[config.mk]
export PLATFORM = sky130hd
export DESIGN_NAME = binary_char_printer
export DESIGN_NICKNAME = d
export VERILOG_FILES = /design/src/rtl/binary_char_printer.sv
export SDC_FILE = /design/constraint.sdc
export NUM_CORES = 1
export LEC_CHECK = 0
export ABC_AREA = 1
export BUFFER_PORTS_ARGS = -buffer_cell sky130_fd_sc_hd__buf_2
export CAP_MARGIN = 20
export CORE_UTILIZATION = 50
export CTS_CLUSTER_SIZE = 24
export DETAILED_ROUTE_END_ITERATION = 7
export GPL_TIMING_DRIVEN = 1
export HOLD_SLACK_MARGIN = 0.05
export PLACE_DENSITY_LB_ADDON = 0.12
export SLEW_MARGIN = 25
export SYNTH_ARGS = -nofsm -noshare
export SYNTH_HDL_FRONTEND = slang
export SYNTH_SLANG_ARGS = --single-unit
[constraint.sdc]
create_clock -name clk -period 2.6 [get_ports clk]
set_input_delay 0 -clock clk [delete_from_list [all_inputs] [get_ports clk]]
set_output_delay 0 -clock clk [all_outputs]
set_load 0.01 [all_outputs]
[src/rtl/binary_char_printer.sv]
// binary_char_printer
//   Buffers received bytes in a small FIFO. Each byte is printed on the UART
//   transmit side as eight ASCII digits ('0' = 8'h30, '1' = 8'h31), optionally
//   followed by CR LF.
//
//   Handshakes: new_rx_data is a one-cycle strobe that qualifies rx_data.
//   new_tx_data is a registered one-cycle strobe that qualifies tx_data. A
//   strobe is only issued when tx_busy is low. Every strobe is followed by one
//   gap cycle, because the UART raises busy one cycle late, so two strobes are
//   never adjacent.
//
// Ports
//   clk          in   system clock, rising edge
//   rst_n        in   asynchronous active-low reset
//   rx_data      in   [7:0] received byte
//   new_rx_data  in   rx_data valid strobe
//   tx_busy      in   UART transmitter busy
//   tx_data      out  [7:0] character to send (registered)
//   new_tx_data  out  tx_data valid strobe (registered)
//   overflow     out  one-cycle pulse: incoming byte dropped, FIFO full
//   idle         out  FIFO empty and FSM in IDLE
module binary_char_printer #(
  parameter int FIFO_DEPTH     = 4,
  parameter bit MSB_FIRST      = 1'b1,
  parameter bit APPEND_NEWLINE = 1'b1
) (
  input  logic       clk,
  input  logic       rst_n,
  input  logic [7:0] rx_data,
  input  logic       new_rx_data,
  input  logic       tx_busy,
  output logic [7:0] tx_data,
  output logic       new_tx_data,
  output logic       overflow,
  output logic       idle
);

  localparam int PTR_W = $clog2(FIFO_DEPTH);
  localparam int CNT_W = PTR_W + 1;

  typedef enum logic [2:0] {
    IDLE = 3'd0,
    EMIT = 3'd1,
    GAP  = 3'd2,
    CR   = 3'd3,
    GAP2 = 3'd4,
    LF   = 3'd5,
    GAP3 = 3'd6
  } state_t;

  state_t            state_q, state_d;
  logic [7:0]        mem_q [FIFO_DEPTH];
  logic [7:0]        mem_d [FIFO_DEPTH];
  logic [PTR_W-1:0]  wr_ptr_q, wr_ptr_d;
  logic [PTR_W-1:0]  rd_ptr_q, rd_ptr_d;
  logic [CNT_W-1:0]  count_q, count_d;
  logic [7:0]        shift_q, shift_d;
  logic [3:0]        bit_cnt_q, bit_cnt_d;
  logic [7:0]        tx_data_q, tx_data_d;
  logic              new_tx_q, new_tx_d;
  logic              overflow_q, overflow_d;

  logic fifo_full, fifo_empty, pop, wr_en, digit;

  assign fifo_full  = (count_q == CNT_W'(FIFO_DEPTH));
  assign fifo_empty = (count_q == '0);
  assign pop        = (state_q == IDLE) && !fifo_empty;
  // A pop in the same cycle frees a slot, so a write on full is still accepted.
  assign wr_en      = new_rx_data && (!fifo_full || pop);
  assign digit      = MSB_FIRST ? shift_q[7] : shift_q[0];

  // FIFO storage and pointers
  always_comb begin
    mem_d    = mem_q;
    wr_ptr_d = wr_ptr_q;
    rd_ptr_d = rd_ptr_q;
    count_d  = count_q;
    if (wr_en) begin
      mem_d[wr_ptr_q] = rx_data;
      wr_ptr_d        = wr_ptr_q + 1'b1;
    end
    if (pop) begin
      rd_ptr_d = rd_ptr_q + 1'b1;
    end
    if (wr_en && !pop) begin
      count_d = count_q + 1'b1;
    end else if (!wr_en && pop) begin
      count_d = count_q - 1'b1;
    end
    overflow_d = new_rx_data && !wr_en;
  end

  // Print sequencer
  always_comb begin
    state_d   = state_q;
    shift_d   = shift_q;
    bit_cnt_d = bit_cnt_q;
    tx_data_d = tx_data_q;
    new_tx_d  = 1'b0;
    case (state_q)
      IDLE: begin
        if (pop) begin
          shift_d   = mem_q[rd_ptr_q];
          bit_cnt_d = 4'd0;
          state_d   = EMIT;
        end
      end
      EMIT: begin
        if (!tx_busy) begin
          tx_data_d = {7'b0011000, digit};
          new_tx_d  = 1'b1;
          shift_d   = MSB_FIRST ? {shift_q[6:0], 1'b0} : {1'b0, shift_q[7:1]};
          bit_cnt_d = bit_cnt_q + 4'd1;
          state_d   = GAP;
        end
      end
      GAP: begin
        if (bit_cnt_q < 4'd8) begin
          state_d = EMIT;
        end else if (APPEND_NEWLINE) begin
          state_d = CR;
        end else begin
          state_d = IDLE;
        end
      end
      CR: begin
        if (!tx_busy) begin
          tx_data_d = 8'h0D;
          new_tx_d  = 1'b1;
          state_d   = GAP2;
        end
      end
      GAP2: state_d = LF;
      LF: begin
        if (!tx_busy) begin
          tx_data_d = 8'h0A;
          new_tx_d  = 1'b1;
          state_d   = GAP3;
        end
      end
      GAP3:    state_d = IDLE;
      default: state_d = IDLE;
    endcase
  end

  always_ff @(posedge clk or negedge rst_n) begin
    if (!rst_n) begin
      state_q    <= IDLE;
      for (int i = 0; i < FIFO_DEPTH; i++) mem_q[i] <= 8'h00;
      wr_ptr_q   <= '0;
      rd_ptr_q   <= '0;
      count_q    <= '0;
      shift_q    <= 8'h00;
      bit_cnt_q  <= 4'd0;
      tx_data_q  <= 8'h00;
      new_tx_q   <= 1'b0;
      overflow_q <= 1'b0;
    end else begin
      state_q    <= state_d;
      mem_q      <= mem_d;
      wr_ptr_q   <= wr_ptr_d;
      rd_ptr_q   <= rd_ptr_d;
      count_q    <= count_d;
      shift_q    <= shift_d;
      bit_cnt_q  <= bit_cnt_d;
      tx_data_q  <= tx_data_d;
      new_tx_q   <= new_tx_d;
      overflow_q <= overflow_d;
    end
  end

  assign tx_data     = tx_data_q;
  assign new_tx_data = new_tx_q;
  assign overflow    = overflow_q;
  assign idle        = (state_q == IDLE) && fifo_empty;

endmodule

Word-level counts from Yosys, hierarchy flattened
Cells that the tools add are included.
{"block": "word_totals", "n_memories": 0, "inputBits": 12, "rom_bits": 0, "elab_cells": 81, "out_inout_bits": 11, "register_bits": 64, "latch_bits": 0, "ramBits": 0}
{"block": "classes", "div_mod_pow": 0, "n_mux": 26, "shifts": 0, "add_sub_neg": 5, "order_cmp": 4, "multipliers": 0, "n_reduce_logical": 21, "n_eq_ne": 10, "bitwise_logic": 2}
{"op": "two-way mux 8 bit", "n": 8}
{"op": "bitwise mux 32 bit", "n": 1}
{"op": "one-hot mux 8 bit (3 select lines)", "n": 1}
{"op": "two-way mux 3 bit", "n": 6}
{"op": "one-hot mux 3 bit (6 select lines)", "n": 1}
{"op": "binary-select mux 8 bit (select 2 bit)", "n": 1}
{"op": "demux 8 bit (select 2 bit)", "n": 1}
{"op": "one-hot mux 8 bit (2 select lines)", "n": 1}
{"op": "== test 3 bit, second input constant", "n": 3}
{"op": "two-way mux 4 bit", "n": 2}
{"op": "!= test 2 bit, second input constant", "n": 4}
{"op": "one-hot mux 4 bit (2 select lines)", "n": 1}
{"op": "AND reduction 4 bit", "n": 2}
{"op": "logical AND 1 bit", "n": 7}
{"op": "== test 3 x 2 -> 1 bit, second input constant", "n": 2}
{"op": ">= comparator 3 bit, second input constant", "n": 2}
{"op": "logical NOT 3 bit", "n": 2}
{"op": "inverter 2 -> 3 bit", "n": 2}
{"op": "adder 2 x 1 -> 2 bit, second input constant", "n": 2}
{"op": "adder 4 x 1 -> 4 bit, second input constant", "n": 1}
{"op": "logical NOT 1 bit", "n": 4}
{"op": "< comparator 4 bit, second input constant", "n": 1}
{"op": "nonzero test 2 bit", "n": 2}
{"op": "adder 3 x 1 -> 3 bit, second input constant", "n": 1}
{"op": "9 further kinds", "n": 10}

Longest topological paths before layout
Gate-level depths: netlist (run 1).
{"block": "logic_depth", "word_depth": 9, "ltp_mapped": 12, "mapped_depth_nobuf": 11}

Least setup slack after synthesis (run 1)
No wires, ideal clock.
{"block": "synth_timing", "kind": "flip-flop to flip-flop", "startpoint": "register state_q[1]", "endpoint": "register count_q[2]", "period_less_slack_ns": 2.085, "path_stages_with_launch": 13, "path_slack_ns": 0.515, "arrival_ns": 1.954, "path_buffers": 1, "required_ns": 2.469, "setup_ns": 0.131, "cell_sequence": "dfrtp_1 nor2_2 nand2_1 nand3_1 buf_6 nand2_1 inv_2 ha_1 inv_1 fa_1 a21oi_1 o21ai_0 xor2_1"}
{"block": "synth_via", "elab_chain_len": 7, "elab_cells_between_ends": 10, "classes_between": "1 x mux; 9 x reduce/logical"}
{"item": "start: declaration", "line": "51", "rtl": "state_t state_q, state_d;"}
{"item": "start signal: assignment", "line": "159", "rtl": "state_q <= state_d;"}
{"item": "logical NOT 3 bit (*)", "line": "67", "rtl": "assign pop = (state_q == IDLE) && !fifo_empty;"}
{"item": "logical AND 1 bit (*)", "line": "67"}
{"item": "logical OR 1 bit (*)", "line": "69", "rtl": "assign wr_en = new_rx_data && (!fifo_full || pop);"}
{"item": "logical AND 1 bit (*)", "line": "69"}
{"item": "named net wr_en", "line": "63", "rtl": "logic fifo_full, fifo_empty, pop, wr_en, digit;"}
{"item": "logical NOT 1 bit", "line": "87", "rtl": "end else if (!wr_en && pop) begin"}
{"item": "logical AND 1 bit", "line": "87"}
{"item": "nonzero test 2 bit (no source line)"}
{"item": "end signal: assignment", "line": "163", "rtl": "count_q <= count_d;"}
{"item": "end: declaration", "line": "56", "rtl": "logic [CNT_W-1:0] count_q, count_d;"}
Mark *: on every way through the listed nets, which the timed path passes. The rest lies on a longest branch.
A chain may end at the register's enable or synchronous reset.

Final worst setup path (run 1)
Same ends and word-level chain as after synthesis.

==> flow_summary.toml, run 1 <==
[power_and_ir_drop]
power_switching_mw = 1.92
switching_share = 0.437
power_frac_clock = 0.161
p_seq_frac = 0.382
comb_power_share = 0.456
leakage_nw = 1.89
ir_worst_vdd_uv = 834
powerDensity_nw_per_um2 = 1250
p_int_mw = 2.47

[sta]
finalHoldViolCount = 0
holdWs_ps = 261
worst_slack_ps = 553
final.period_utilization = 0.787
finalMaxSlewViolations = 0
tns_ps = 0
setup_violations = 0
slew_headroom = 0.508
clock_skew_ps = 8.62
period_needed_ps = 2050
worstMarginPinSlew_ps = 738
rsz0062_at_grt = "false"
max_freq_mhz = 489

[synthesis]
synth_cells = 386
ys_ff_latch = 61
ys_seq_area_frac = 0.485
ys_top_cells_by_area = "dfrtp_1 (49%), nand2_1 (16%), nand4_1 (6.8%)"
synth_cell_type_count = 32
yosys_warnings = 0
yosys.area.top_type = "dfrtp_1"
netlist_area_um2 = 3140
synth_area_per_cell_um2 = 8.15
synth_top_area_frac = 0.485

[worst_setup_path]
crit_start = "state_q[1]"
worstPathCellList = "nor2_2 > nand2_1 > nand3_1 > nand2_1 > inv_2 > ha_1 > inv_1 > fa_1 > a21oi_1 > o21ai_0 > xor2_1"
cpMostUsedCell = "nand2_1"
cp_slowest_stage_delay_ps = 450
cpMaxStageDelayCell = "dfrtp_1"
worstPathArrival_ps = 2260
critPathLaunchType = "register"
r2r_slack_ps = 550
reg2reg_depth = 11
timing.rr.start = "state_q[1]"
cp_max_fo = 5
worst-setup-path-type = "register to register"
worstPathRequired_ps = 2810
end_kind = "register"
reg2reg_to = "count_q[2]"
crit_path_end = "count_q[2]"

[clocking]
cts_resized = 0
cts_max_path_buffers = 2
cts_hold_buf = 11
clk_latency_ps = 330
clkSlewWorstSetupHoldPaths_ps = 60
post_cts_buffers = 0
cts_tree = "yes"
cts_sinks = 61
cts_root_buffer = "clkbuf_8"
cts_buffers = 9
h-tree-depth = 3

[detailed_routing]
vias = 2609
ant_nets = 0
drc = 0
vias_per_cell = 5.28
dr.pass1.iters = 4
drtIter0Drc = 171
wl_mm = 7.26
wl_per_cell_um = 14.7

[die]
die_area_um2 = 6610
die_w_um = 81.3
rows = 28
core_area_um2 = 5990
io_pins = 23
die_h_um = 81.3
start_util = 0.525

[place]
place.port_buffers = 20
placed_cells = 468
globalplace.congestion = 0.782
preCtsSetupSlack_ps = 553
hpwl_mm = 4.65

[status]
status = "finished clean"

[layout]
final_cell_mix = "nand2_1 (136), dfrtp_1 (61), nand3_1 (38), inv_1 (38), nand4_1 (34)"
final_nets = 434
drive_above_1_share = 0.124
final_common_cell = "nand2_1"
num-fill-cells = 562
syn2layout_area_growth_pct = 11.9
final_core_util = 0.588
antenna_cells = 0
instances_no_fill = 494

[global_routing]
grt_pass1_vias = 2421
grt_max_degree = 38
grt_usage = 0.247
antenna_found_initial = 0
grt_pass1_wl_mm = 12.0
grt_remaining_overflow = 0

[min_path]
worstHoldPathType = "input port to async pin"

[flow_run]
drv_cap = 0
[Yosys cell counts]
library cell and count:
nand2_1 136, dfrtp_1 61, inv_1 38, nand3_1 38, nand4_1 34, o21ai_0 9
nor2_1 7, buf_6 6, clkbuf_1 6, ha_1 6, or2_1 6, buf_2 4
buf_4 4, inv_2 4, xor2_1 4, nand3_2 3, a21oi_1 2, clkinv_1 2
o22ai_1 2, xnor2_1 2, buf_1 1, conb_1 1, fa_1 1, mux2_2 1
mux2i_1 1, nand2_4 1, nand4_2 1, nor2_2 1, nor2_4 1, nor3_1 1
o21ai_2 1, or2_0 1
[per-layer routing]
metal	track usage	routed length, um	share of wire	up-vias
met2	0.367	3390	0.47	60
li1	-	-	-	1298
met4	0.0893	119	0.016	0
met5	0	0	0	-
met3	0.0539	378	0.052	10
met1	0.351	3380	0.47	1241
[worst min-delay path by stage]
| stage | endpoint | slack, ps |
|---|---|---|
| after floorplan | bit_cnt_q[0] | -300 |
| after global placement | overflow | 100 |
| after detailed placement | overflow | 100 |
| after CTS | overflow | 280 |
| after global routing | overflow | 350 |
| final | mem_q[22] | 260 |
[power by group through the flow]
stage / combinational [mW] / sequential, mW / clock [mW]
after floorplan: 1.58 / 1.63 / 0
after global placement: 1.96 / 1.67 / 0
after detailed placement: 1.99 / 1.69 / 0
after CTS: 2.01 / 1.68 / 0.729
after global routing: 2.30 / 1.73 / 0.765
final: 2.00 / 1.68 / 0.708
[kinds of logic after synthesis]
kind of cell               Yosys count  synth area share
AOI/OAI and AO/OA                   14            0.0243
xor gates and xnor gates             6            0.0167
adders and majority gates            7            0.0302
buffers and inverters               65            0.0983
DFF                                 61             0.485
muxes                                2           0.00676
other                                1           0.00119
and+or+nand+nor                    230             0.337
[per-stage QoR]
stage          power [mW]  cell area (um2)
2_1_floorplan        3.21             3150
3_3_place_gp         3.63             3250
3_5_place_dp         3.68             3250
4_1_cts              4.41             3520
5_1_grt              4.79             3520
6_report             4.39             3520
[worst max-delay path: cells and delay by family, from the launching register on]
kind / cells / cell delay (ps)
AO/OA/AOI/OAI: 2 / 240
AND/OR/NAND/NOR: 4 / 450
adder cells (fa/ha/maj): 2 / 500
buffers and inverters: 2 / 130
XOR/XNOR: 1 / 150
flip-flops: 1 / 450
[layout make-up]
type	count	area, um2	share of cell area
Clock buffer	13	149	0.0423
Timing Repair Buffer	38	263	0.0747
Clock inverter	2	10.0	0.00284
Sequential cell	61	1530	0.434
Multi-Input combinational cell	261	1310	0.373
Tap cell	75	93.8	0.0267
Inverter	44	165	0.0469
[flip-flops by register name (all words and copies together) (netlist names)]
| name | flops |
|---|---|
| bit_cnt_q | 4 |
| overflow | 1 |
| rd_ptr_q | 2 |
| count_q | 3 |
| tx_data | 5 |
| mem_q | 32 |
| wr_ptr_q | 2 |
| shift_q | 8 |
| state_q | 3 |
| new_tx_data | 1 |
Note: power is estimated with default switching activity, not from simulation.
==> run 2: changes to the inputs <==
- clock period: 2.6 -> 1.9 ns (I/O delays scaled with it)
==> flow_summary.toml, run 2 (synthesis results as in run 1) <==
[sta]
finalHoldViolCount = 0
clock_skew_ps = 5.97
finalMaxSlewViolations = 0
worstMarginPinSlew_ps = 548
setup_violations = 0
holdWs_ps = 139
tns_ps = 0
max_freq_mhz = 551
period_needed_ps = 1810
final.period_utilization = 0.955
rsz0062_at_grt = "true"
slew_headroom = 0.633

[clocking]
cts_sinks = 61
clk_latency_ps = 340
cts_max_path_buffers = 2
h-tree-depth = 3
cts_buffers = 9
cts_root_buffer = "clkbuf_8"
clkSlewWorstSetupHoldPaths_ps = 70
cts_tree = "yes"

[global_routing]
grt_pass1_wl_mm = 11.7
grt_max_degree = 38
grt_usage = 0.242
antenna_found_initial = 0
grt_remaining_overflow = 0
grt_pass1_vias = 2396

[worst_setup_path]
cpMaxStageDelayCell = "fa_2"
cp_max_fo = 3
crit_start = "state_q[1]"
critPathLaunchType = "register"
reg2reg_depth = 7
worstPathCellList = "nor2_4 > buf_4 > nand3_2 > ha_4 > inv_4 > fa_2 > mux2_2"
end_kind = "register"
reg2reg_to = "count_q[1]"
worst-setup-path-type = "register to register"
cp_slowest_stage_delay_ps = 430
r2r_slack_ps = 90
timing.rr.start = "state_q[1]"
crit_path_end = "count_q[1]"
worstPathArrival_ps = 2040
worstPathRequired_ps = 2120

[power_and_ir_drop]
power_frac_clock = 0.197
p_int_mw = 3.90
comb_power_share = 0.462
power_switching_mw = 2.74
leakage_nw = 1.98
p_seq_frac = 0.341
powerDensity_nw_per_um2 = 1780
switching_share = 0.413
ir_worst_vdd_uv = 1060

[detailed_routing]
ant_nets = 0
wl_mm = 7.22
drtIter0Drc = 168
wl_per_cell_um = 14.2
drc = 0
vias_per_cell = 5.31
dr.pass1.iters = 4
vias = 2692

[place]
globalplace.congestion = 0.823
placed_cells = 475
hpwl_mm = 4.90
place.port_buffers = 20

[layout]
instances_no_fill = 507
regArea_um2 = 1530
drive_above_1_share = 0.176
final_core_util = 0.622
antenna_cells = 0
multi_input_area_um2 = 1360
final_nets = 446
largest_register_ff_count = 32
syn2layout_area_growth_pct = 18.5
final_cell_mix = "nand2_1 (134), dfrtp_1 (61), inv_1 (37)"
top_register = "mem_q"
final_common_cell = "nand2_1"
num-fill-cells = 546

[die]
io_pins = 23
rows = 28
die_area_um2 = 6610
die_w_um = 81.3
start_util = 0.525
die_h_um = 81.3
core_area_um2 = 5990

[min_path]
worstHoldPathType = "input port to async pin"

[flow_run]
drv_cap = 0

[status]
status = "finished clean"
==> run 2: cell count changes in the layout (fill, tap and decap cells not counted), moves of 2 or more <==
cell,previous run,this run
buf_4,7,19
bufinv_16,0,2
clkbuf_1,3,1
inv_4,0,2
nand2_1,136,134
nand3_1,38,36
nand3_2,3,5
==> run 2: area by class of cell <==
cell class                 count  share of cell area
sequential                    61               0.410
clock buffer                  12              0.0416
timing repair buffer          50              0.0947
tap                           75              0.0252
clock inverter                 4              0.0188
inverter                      44              0.0457
multi-input combinational    261               0.365
==> run 2: what timing repair did <==
| item | CTS | global route |
|---|---|---|
| hold buffers | 11 | 0 |
| hold endpoints to repair | 75 | 0 |
| setup endpoints to repair | 0 | 10 |
| gates resized for setup | 0 | 4 |
| setup buffers | 0 | 5 |
==> run 2: worst min-delay path by stage <==
stage | startpoint | to | cells after the start | slack [ps]
2_1_floorplan | rst_n | bit_cnt_q[0] | 0 | -300
3_3_place_gp | rst_n | mem_q[21] | 1 | -20
3_5_place_dp | rst_n | overflow | 1 | -20
4_1_cts | rst_n | mem_q[13] | 2 | 160
5_1_grt | rst_n | overflow | 2 | 200
6_report | rst_n | mem_q[21] | 2 | 140
==> run 2: worst max-delay path: cells and delay by family, from the launching register on <==
kind                     cells  cell delay [ps]
buffers and inverters        2              180
flip-flops                   1              400
adder cells (fa/ha/maj)      2              620
multiplexers                 1              270
AND/OR/NAND/NOR              2              230
==> run 2: power by group through the flow <==
stage,sequential [mW],clock [mW],combinational (mW)
6_report,2.27,1.31,3.07
5_1_grt,2.33,1.39,3.47
4_1_cts,2.26,1.34,2.97
3_5_place_dp,2.28,0,2.94
3_3_place_gp,2.26,0,2.87
2_1_floorplan,2.23,0,2.22
==> run 2: through the flow <==
stage                     area [um2]  setup slack (ps)  power, mW
after floorplan                 3180             -27.7       4.46
after global placement          3340              94.7       5.14
after detailed placement        3340              39.6       5.22
after CTS                       3670              34.1       6.57
after global routing            3730             0.841       7.20
final                           3730              85.0       6.65
==> run 2: metal layers <==
layer	GRT usage	wire [um]	up-vias
li1	-	-	1321
met1	0.337	3500	1298
met2	0.365	3230	60
met3	0.0618	345	13
met4	0.0804	140	0
met5	0	0	-
